`config.mk`:
```
export PLATFORM = sky130hd
export DESIGN_NAME = calc_controller_flat
export DESIGN_NICKNAME = d
export VERILOG_FILES = /design/src/rtl/calc_ctrl_if.sv /design/src/rtl/calc_controller.sv /design/src/flat_wrapper.sv
export SDC_FILE = /design/constraint.sdc
export NUM_CORES = 1
export LEC_CHECK = 0
export CELL_PAD_IN_SITES_DETAIL_PLACEMENT = 1
export CELL_PAD_IN_SITES_GLOBAL_PLACEMENT = 1
export CORE_MARGIN = 2
export CORE_UTILIZATION = 25
export CTS_CLUSTER_SIZE = 28
export DETAILED_ROUTE_END_ITERATION = 6
export HOLD_SLACK_MARGIN = 0.1
export PLACE_DENSITY_LB_ADDON = 0.25
export SYNTH_ARGS = -nofsm -noshare
export SYNTH_HDL_FRONTEND = slang
export SYNTH_SLANG_ARGS = --single-unit
```
`constraint.sdc`:
```
create_clock -name clock -period 2 [get_ports clock]
set_clock_uncertainty 0.2 [all_clocks]
set_input_delay 0.4 -clock clock [delete_from_list [all_inputs] [get_ports clock]]
set_output_delay 0.4 -clock clock [all_outputs]
set_load 0.02 [all_outputs]
```
`src/rtl/calc_ctrl_if.sv`:
```
// Keypad-controller bus: key input, arithmetic handshake and register-block strobes.
`timescale 1ns/1ps
interface calc_ctrl_if;
   localparam int unsigned KEY_W = 5;
   localparam int unsigned HEX_W = 4;
   localparam int unsigned OP_W  = 2;

   logic             keyvalid;
   logic [KEY_W-1:0] keycode;
   logic             arith_done;
   logic             newhex;
   logic [HEX_W-1:0] hexcode;
   logic             newop;
   logic             eq;
   logic             clr;
   logic [OP_W-1:0]  opsel;
   logic             arith_start;
   logic             busy;
   logic             overrun;
   logic             err;

   modport master (
      input  keyvalid, keycode, arith_done,
      output newhex, hexcode, newop, eq, clr, opsel, arith_start, busy, overrun, err
   );

   modport slave (
      output keyvalid, keycode, arith_done,
      input  newhex, hexcode, newop, eq, clr, opsel, arith_start, busy, overrun, err
   );
endinterface

```
`src/rtl/calc_controller.sv`:
```
// Keypad calculator controller: routes digits/operators to the register block and sequences the ALU.
// Optional arithmetic watchdog enabled by defining CALC_CTRL_TIMEOUT_EN.
`timescale 1ns/1ps
module calc_controller #(
   parameter int unsigned TIMEOUT_CYCLES = 16
) (
   input  logic         clock,
   input  logic         reset,
   calc_ctrl_if.master  bus
);
   localparam int unsigned CNT_W      = 3;
   localparam int unsigned MAX_DIGITS = 4;
   localparam logic [4:0]  KEY_ADD    = 5'h10;
   localparam logic [4:0]  KEY_SUB    = 5'h11;
   localparam logic [4:0]  KEY_MUL    = 5'h12;
   localparam logic [4:0]  KEY_EQU    = 5'h13;
   localparam logic [4:0]  KEY_CLR    = 5'h14;
   localparam logic [1:0]  OP_ADD     = 2'd0;

   typedef enum logic [1:0] {IDLE, START, WAIT, COMMIT} state_t;

   state_t           state, state_nx;
   logic [CNT_W-1:0] cnt, cnt_nx;
   logic             op_vld, op_vld_nx;
   logic             newhex_nx, newop_nx, clr_nx, overrun_nx, err_nx;
   logic [3:0]       hexcode_nx;
   logic [1:0]       opsel_nx;
   logic             key_used, key_clr, tmo;

`ifdef CALC_CTRL_TIMEOUT_EN
   localparam int unsigned TMR_W = (TIMEOUT_CYCLES > 2) ? $clog2(TIMEOUT_CYCLES) : 1;
   logic [TMR_W-1:0] tmr, tmr_nx;

   // Watchdog counts consecutive WAIT cycles; cleared whenever we are elsewhere.
   always_comb begin
      tmr_nx = '0;
      if (state == WAIT) tmr_nx = tmr + 1'b1;
      tmo = (state == WAIT) && (tmr == TMR_W'(TIMEOUT_CYCLES - 1));
   end

   always_ff @(posedge clock) begin
      if (reset) tmr <= '0;
      else       tmr <= tmr_nx;
   end
`else
   assign tmo = 1'b0;
`endif

   assign key_used = bus.keyvalid && (bus.keycode <= KEY_CLR);
   assign key_clr  = bus.keyvalid && (bus.keycode == KEY_CLR);

   // Next-state and next-output decode
   always_comb begin
      state_nx   = state;
      cnt_nx     = cnt;
      op_vld_nx  = op_vld;
      opsel_nx   = bus.opsel;
      overrun_nx = bus.overrun;
      err_nx     = bus.err;
      newhex_nx  = 1'b0;
      hexcode_nx = 4'd0;
      newop_nx   = 1'b0;
      clr_nx     = 1'b0;

      if (key_clr) begin
         state_nx   = IDLE;
         cnt_nx     = '0;
         op_vld_nx  = 1'b0;
         opsel_nx   = OP_ADD;
         overrun_nx = 1'b0;
         err_nx     = 1'b0;
         clr_nx     = 1'b1;
      end else begin
         case (state)
            IDLE: begin
               if (key_used) begin
                  if (!bus.keycode[4]) begin
                     if (cnt < CNT_W'(MAX_DIGITS)) begin
                        newhex_nx  = 1'b1;
                        hexcode_nx = bus.keycode[3:0];
                        cnt_nx     = cnt + 1'b1;
                     end
                  end else if (bus.keycode == KEY_ADD || bus.keycode == KEY_SUB ||
                               bus.keycode == KEY_MUL) begin
                     newop_nx  = 1'b1;
                     opsel_nx  = bus.keycode[1:0];
                     op_vld_nx = 1'b1;
                     cnt_nx    = '0;
                  end else if (bus.keycode == KEY_EQU && op_vld) begin
                     state_nx = START;
                  end
               end
            end
            START: begin
               if (key_used) overrun_nx = 1'b1;
               state_nx = WAIT;
            end
            WAIT: begin
               if (key_used) overrun_nx = 1'b1;
               if (bus.arith_done) begin
                  state_nx = COMMIT;
               end else if (tmo) begin
                  state_nx = IDLE;
                  err_nx   = 1'b1;
               end
            end
            COMMIT: begin
               if (key_used) overrun_nx = 1'b1;
               cnt_nx   = '0;
               state_nx = IDLE;
            end
            default: state_nx = IDLE;
         endcase
      end
   end

   // State and registered outputs; strobes track the state being entered.
   always_ff @(posedge clock) begin
      if (reset) begin
         state           <= IDLE;
         cnt             <= '0;
         op_vld          <= 1'b0;
         bus.newhex      <= 1'b0;
         bus.hexcode     <= 4'd0;
         bus.newop       <= 1'b0;
         bus.eq          <= 1'b0;
         bus.clr         <= 1'b0;
         bus.opsel       <= OP_ADD;
         bus.arith_start <= 1'b0;
         bus.busy        <= 1'b0;
         bus.overrun     <= 1'b0;
         bus.err         <= 1'b0;
      end else begin
         state           <= state_nx;
         cnt             <= cnt_nx;
         op_vld          <= op_vld_nx;
         bus.newhex      <= newhex_nx;
         bus.hexcode     <= hexcode_nx;
         bus.newop       <= newop_nx;
         bus.eq          <= (state_nx == COMMIT);
         bus.clr         <= clr_nx;
         bus.opsel       <= opsel_nx;
         bus.arith_start <= (state_nx == START);
         bus.busy        <= (state_nx != IDLE);
         bus.overrun     <= overrun_nx;
         bus.err         <= err_nx;
      end
   end
endmodule

```
`src/flat_wrapper.sv`:
```
// flat-port wrapper written by rule: the top's interface ports become plain ports
module calc_controller_flat 
#(
   parameter int unsigned TIMEOUT_CYCLES = 16
)
  (clock, reset, bus_keyvalid, bus_keycode, bus_arith_done, bus_newhex, bus_hexcode, bus_newop, bus_eq, bus_clr, bus_opsel, bus_arith_start, bus_busy, bus_overrun, bus_err);
  calc_ctrl_if bus_i ();
  input  logic clock;
  input  logic reset;
  input wire logic [$bits(bus_i.keyvalid)-1:0] bus_keyvalid;
  input wire logic [$bits(bus_i.keycode)-1:0] bus_keycode;
  input wire logic [$bits(bus_i.arith_done)-1:0] bus_arith_done;
  output wire logic [$bits(bus_i.newhex)-1:0] bus_newhex;
  output wire logic [$bits(bus_i.hexcode)-1:0] bus_hexcode;
  output wire logic [$bits(bus_i.newop)-1:0] bus_newop;
  output wire logic [$bits(bus_i.eq)-1:0] bus_eq;
  output wire logic [$bits(bus_i.clr)-1:0] bus_clr;
  output wire logic [$bits(bus_i.opsel)-1:0] bus_opsel;
  output wire logic [$bits(bus_i.arith_start)-1:0] bus_arith_start;
  output wire logic [$bits(bus_i.busy)-1:0] bus_busy;
  output wire logic [$bits(bus_i.overrun)-1:0] bus_overrun;
  output wire logic [$bits(bus_i.err)-1:0] bus_err;
  assign bus_i.keyvalid = bus_keyvalid;
  assign bus_i.keycode = bus_keycode;
  assign bus_i.arith_done = bus_arith_done;
  assign bus_newhex = bus_i.newhex;
  assign bus_hexcode = bus_i.hexcode;
  assign bus_newop = bus_i.newop;
  assign bus_eq = bus_i.eq;
  assign bus_clr = bus_i.clr;
  assign bus_opsel = bus_i.opsel;
  assign bus_arith_start = bus_i.arith_start;
  assign bus_busy = bus_i.busy;
  assign bus_overrun = bus_i.overrun;
  assign bus_err = bus_i.err;
  calc_controller #(.TIMEOUT_CYCLES(TIMEOUT_CYCLES)) u_core (.clock(clock), .reset(reset), .bus(bus_i));
endmodule
```
Yosys cells after proc, flatten, opt, wreduce, memory -nomap -nowiden
Cells that the tools add are included.
{ "classes": {"magnitude_cmp": 2, "eq_ne": 13, "n_addsub": 1, "muxes": 15, "n_bitwise": 4, "n_reduce_logical": 16} }
{ "ops": {"columns": ["op", "count"], "rows": [
  ["equality test 5 bit (second input constant)", 5],
  ["2-to-1 mux 2 bit", 6],
  ["2-to-1 mux 3 bit", 4],
  ["OR reduction 5 bit", 2],
  ["one-hot mux 2 bit (4 select lines)", 1],
  ["AND reduction 4 bit", 2],
  ["equality test 2 bit (second input constant)", 3],
  ["!= test 3 x 2 -> 1 bit (second input constant)", 2],
  ["one-hot mux 3 bit (2 select lines)", 1],
  ["OR reduction 6 bit", 1],
  ["less-or-equal comparator 5 bit (second input constant)", 1],
  ["equality test 2 x 1 -> 1 bit (second input constant)", 2],
  ["inverter 1 bit", 4],
  ["nonzero test 2 bit", 2],
  ["adder 3 x 1 -> 3 bit (second input constant)", 1],
  ["logical AND 1 bit", 3],
  ["less-than comparator 3 bit (second input constant)", 1],
  ["2-to-1 mux 1 bit", 3],
  ["OR reduction 3 bit", 1],
  ["zero test 2 bit", 1],
  ["logical OR 1 bit", 2],
  ["!= test 2 x 1 -> 1 bit (second input constant)", 1],
  ["AND reduction 2 bit", 1],
  ["OR reduction 2 bit", 1]
]} }
{ "totals": {"output_inout_bits": 14, "regBits": 19, "elab_cells": 63, "input_bits": 9} }

Logic depth before layout (Yosys ltp)
{ "depth": {"ltp_word": 9, "depth_mapped": 6} }

Worst setup path after synthesis
No wires, ideal clock.
{ "synth_path": {"path_kind": "input-to-reg", "startpoint": "input bus_keyvalid", "endpoint": "register u_core.bus.opsel[0]", "path_stages": 4, "path_slack_ns": 0.366, "setup_ns": 0.074, "arrival_time_ns": 1.360, "cell_sequence": "a21boi_1 nand3_1 or4b_1 o21ai_0"} }
{ "synth_between": {"elab_chain_len": 2, "word_cells_on_any_way": 4, "cone_classes": "reduce/logical: 4"} }
{ "synth_rtl": {"columns": ["item", "line", "source"], "rows": [
  ["start, declared", "flat_wrapper.sv:10", "input wire logic [$bits(bus_i.keyvalid)-1:0] bus_keyvalid;"],
  ["logical AND 1 bit (on tied branches)", "calc_controller.sv:49, calc_controller.sv:50", null],
  ["AND reduction 4 bit (no line) / OR reduction 2 bit (equally long branches)", null, null],
  ["end signal, assigned", "calc_controller.sv:142", "bus.opsel <= opsel_nx;"],
  ["end, declared", "calc_ctrl_if.sv:24", "output newhex, hexcode, newop, eq, clr, opsel, arith_start, busy, overrun, err"]
]} }
Several ways; a longest one is shown, not always the timed one.
A chain may end at the register's enable or synchronous reset.

Worst setup path after layout
{ "layout_path": {"startpoint": "input bus_keycode[4]", "endpoint": "register u_core.bus.opsel[0]"} }
{ "layout_between": {"elab_chain_len": 4, "word_cells_on_any_way": 11, "cone_classes": "order compare: 1; eq/ne: 4; reduce/logical: 6"} }
{ "layout_rtl": {"columns": ["item", "line", "source"], "rows": [
  ["start, declared", "flat_wrapper.sv:11", "input wire logic [$bits(bus_i.keycode)-1:0] bus_keycode;"],
  ["parallel branches: the longest is 4 deep, another holds less-or-equal comparator 5 bit", null, null]
]} }
Parallel ways; which one is timed is not known.

==> flow_summary.ini <==
[critical_path]
crit_required_ns = 2.05
crit_path_end_kind = flop
crit_cells = 5
arrival_ns = 1.95
slowest_stage = clkdlybuf4s50_1
worst-setup-path-type = input pin to flop
setup.worst_path.start = bus_keycode[4]
critPathLaunchType = input pin
cp-endpoint = u_core.bus.opsel[0]
cp_max_fo = 5
path_buf_inv = 1
crit_chain = clkdlybuf4s50_1, nor3b_2, nand2_1, or4b_1, o21ai_0
rr_startpoint = u_core.state[1]
reg2reg_slack_ns = 0.23
critPathTopFamily = simple AND/OR/NAND/NOR gates
r2r.worst_path.cells = 5
cpPeakStageDelay_ns = 0.60
rr_endpoint = u_core.bus.arith_start

[floorplan]
start_util_pct = 26.6
dieArea_sq_um = 3780
die_y_um = 61.5
core_area_sq_um = 3100
ioPinCount = 23
num_rows = 20
die_w_um = 61.5

[routing]
top_layer = met4
drt_pass1_iterations = 3
ant_nets = 0
wl_met3_um = 132
wl_met2_um = 950
num_vias = 750
viasPerCell = 4.49
m1WireLength_um = 971
wl_per_cell_um = 12.4
totalWireLength_um = 2070
drcViolationCount = 0
first_iter_violations = 6

[yosys]
yosys.area.top_type = dfxtp_1
ys_warn_count = 0
syn_nets = 101
synthSimpleGateAreaFrac_pct = 27.0
synthesis.area_sq_um = 826
yosysUniqueCellTypes = 34
muxShareOfSynthArea_pct = 3.64
synthAdderAreaFrac_pct = 7.58
synth-xor-area-share_pct = 0
syn_avg_cell_area_sq_um = 9.49
synthTopCellsByArea = dfxtp_1, ha_1, mux2i_1
synth_top_family_by_area = simple AND/OR/NAND/NOR gates
syn_inst = 87
ys_seq_area_share_pct = 46.1
synth_compound_gate_area_share_pct = 10.8
synth_top_area_share_pct = 46.1
ys_ff_latch = 19

[power]
power_density_nw_per_um2 = 561
vdd_ir_drop_max_mv = 0.404
p_leak_uw = 0.000496

[run]
maxCapViolCount = 0

[placement]
post-place-ws_ns = -0.226
dpl_cell_area_sq_um = 1180
place_congestion = 0.825
portBuffers = 21
dp.cells = 163
hpwl_um = 1630

[final_layout]
final_cell_mix = clkdlybuf4s50_1, dfxtp_1, buf_4
final_nets = 138
drive_gt1_share_pct = 18.7
finalInstanceArea_sq_um = 1210
n_fill_cell = 384
final_common_cell = clkdlybuf4s50_1
ff_latch_area_sq_um = 380
n_antenna_cell = 0
final_cells = 167
syn2layout_area_growth_pct = 46.8
multiInputGateArea_sq_um = 412

[grt]
grt_antenna_before_repair = 0
grt_max_degree = 12
track_usage_pct = 12.7
grt_first_pass_wirelength_um = 3430
grt_pass1_vias = 761
overflow = 0

[clock_network]
cts_tree = yes
root_buffer = clkbuf_4
cts_buffers = 3
htreeDepth = 1
cts.sinks = 19
post-cts-setup-buffers = 0
path_clk_slew_ns = 0.12
clock_path_buffers = 2
clk_latency_ns = 0.31
ctsHoldBuffers = 0

[sta]
fin_crit_sh_pct = 95.1
finalHoldViolCount = 0
drv_slew = 0
fin_hold_ws_ns = 0.276
grt_setup_unrepaired = false
setup_slack_ns = 0.0981
setup_violations = 0
final.min_clock_period_ns = 1.90
max_freq_mhz = 526

[status]
status = finished, final reports clean

[worst_hold_path]
holdCritPathClass = flop to flop
[worst reg2reg max path, delay by kind of cell, from the launching register on]
kind | cells | cell delay [ns]
and+or+nand+nor | 3 | 0.73
buffers and inverters | 1 | 0.08
DFF | 1 | 0.41
adders and majority gates | 1 | 0.24
[flip-flops by register name, summed over array words and instances (netlist names), 2 cells and up]
name and cells:
u_core.state 2, u_core.bus.hexcode 4, u_core.cnt 3, u_core.bus.opsel 2
[cells by family (layout without fill, tap and decap cells)]
| logic type | Yosys count | after routing |
|---|---|---|
| AND/OR/NAND/NOR | 37 | 37 |
| flip-flops | 19 | 19 |
| AO/OA/AOI/OAI | 13 | 13 |
| buffers and inverters | 9 | 45 |
| adder cells (fa/ha/maj) | 5 | 5 |
| multiplexers | 3 | 3 |
| other | 1 | 1 |
[power breakdown]
part,leakage (uW),internal (uW),total [uW],switching (uW)
Combinational,0.000325,49.4,92.7,43.3
Sequential,0.000153,383,386,2.14
Clock,0.0000177,74.7,202,128
[worst min-delay path by stage]
stage	from	to	slack [ns]	depth (start not counted)
CTS	u_core.bus.opsel[1]	u_core.bus.opsel[1]	0.29	2
floorplan	u_core.op_vld	u_core.op_vld	0.23	1
global route	u_core.bus.opsel[1]	u_core.bus.opsel[1]	0.31	2
global placement	u_core.bus.overrun	u_core.bus.overrun	0.25	1
finish	u_core.bus.opsel[1]	u_core.bus.opsel[1]	0.28	2
detailed placement	u_core.bus.overrun	u_core.bus.overrun	0.26	1
[stage by stage]
stage / total power, uW / utilization (%) / TNS [ns]
after floorplan: 428 / - / 0
after global placement: 485 / 38.1 / -2.22
after detailed placement: 486 / 38.1 / -2.72
after CTS: 695 / 39.0 / 0
after global routing: 721 / 39.1 / 0
final: 681 / 39.1 / 0
[area by class of cell]
| cell class | instances | share of cell area, % |
|---|---|---|
| Timing Repair Buffer | 35 | 26.0 |
| Clock inverter | 1 | 0.413 |
| Inverter | 6 | 1.86 |
| Tap cell | 44 | 4.54 |
| Sequential cell | 19 | 31.4 |
| Clock buffer | 3 | 1.86 |
| Multi-Input combinational cell | 59 | 34.0 |
[Yosys cell counts]
| cell | number |
|---|---|
| nor3_1 | 1 |
| o21ai_1 | 2 |
| nor2b_1 | 1 |
| o31a_1 | 1 |
| nand4_1 | 1 |
| buf_4 | 1 |
| nor2_1 | 7 |
| and4_1 | 1 |
| conb_1 | 1 |
| mux2i_1 | 3 |
| o221ai_1 | 1 |
| nand2_1 | 6 |
| nand4b_1 | 1 |
| ha_1 | 5 |
| and2_1 | 4 |
| or4_1 | 1 |
| inv_2 | 1 |
| a31oi_1 | 1 |
| or4b_1 | 2 |
| nor4_1 | 3 |
| a21boi_1 | 1 |
| and4b_1 | 1 |
| dfxtp_1 | 19 |
| clkbuf_1 | 2 |
| o21a_1 | 2 |
| nor3b_2 | 1 |
| inv_1 | 5 |
| a21oi_1 | 1 |
| and3_1 | 1 |
| nand3_1 | 4 |
| o211ai_2 | 1 |
| nor4_2 | 1 |
| or3_1 | 1 |
| o21ai_0 | 3 |
[repair_timing]
action	4_1_cts	5_1_grt
endpoints found under the hold margin	0	0
resized for setup	0	1
setup endpoints to repair	0	6
[metal layers]
metal	up-vias	global-route usage [%]
met5	-	0
met4	0	3.95
met3	2	4.83
met2	20	19.9
met1	348	16.2
li1	380	-
No activity file was read; power rests on OpenSTA's default activity.
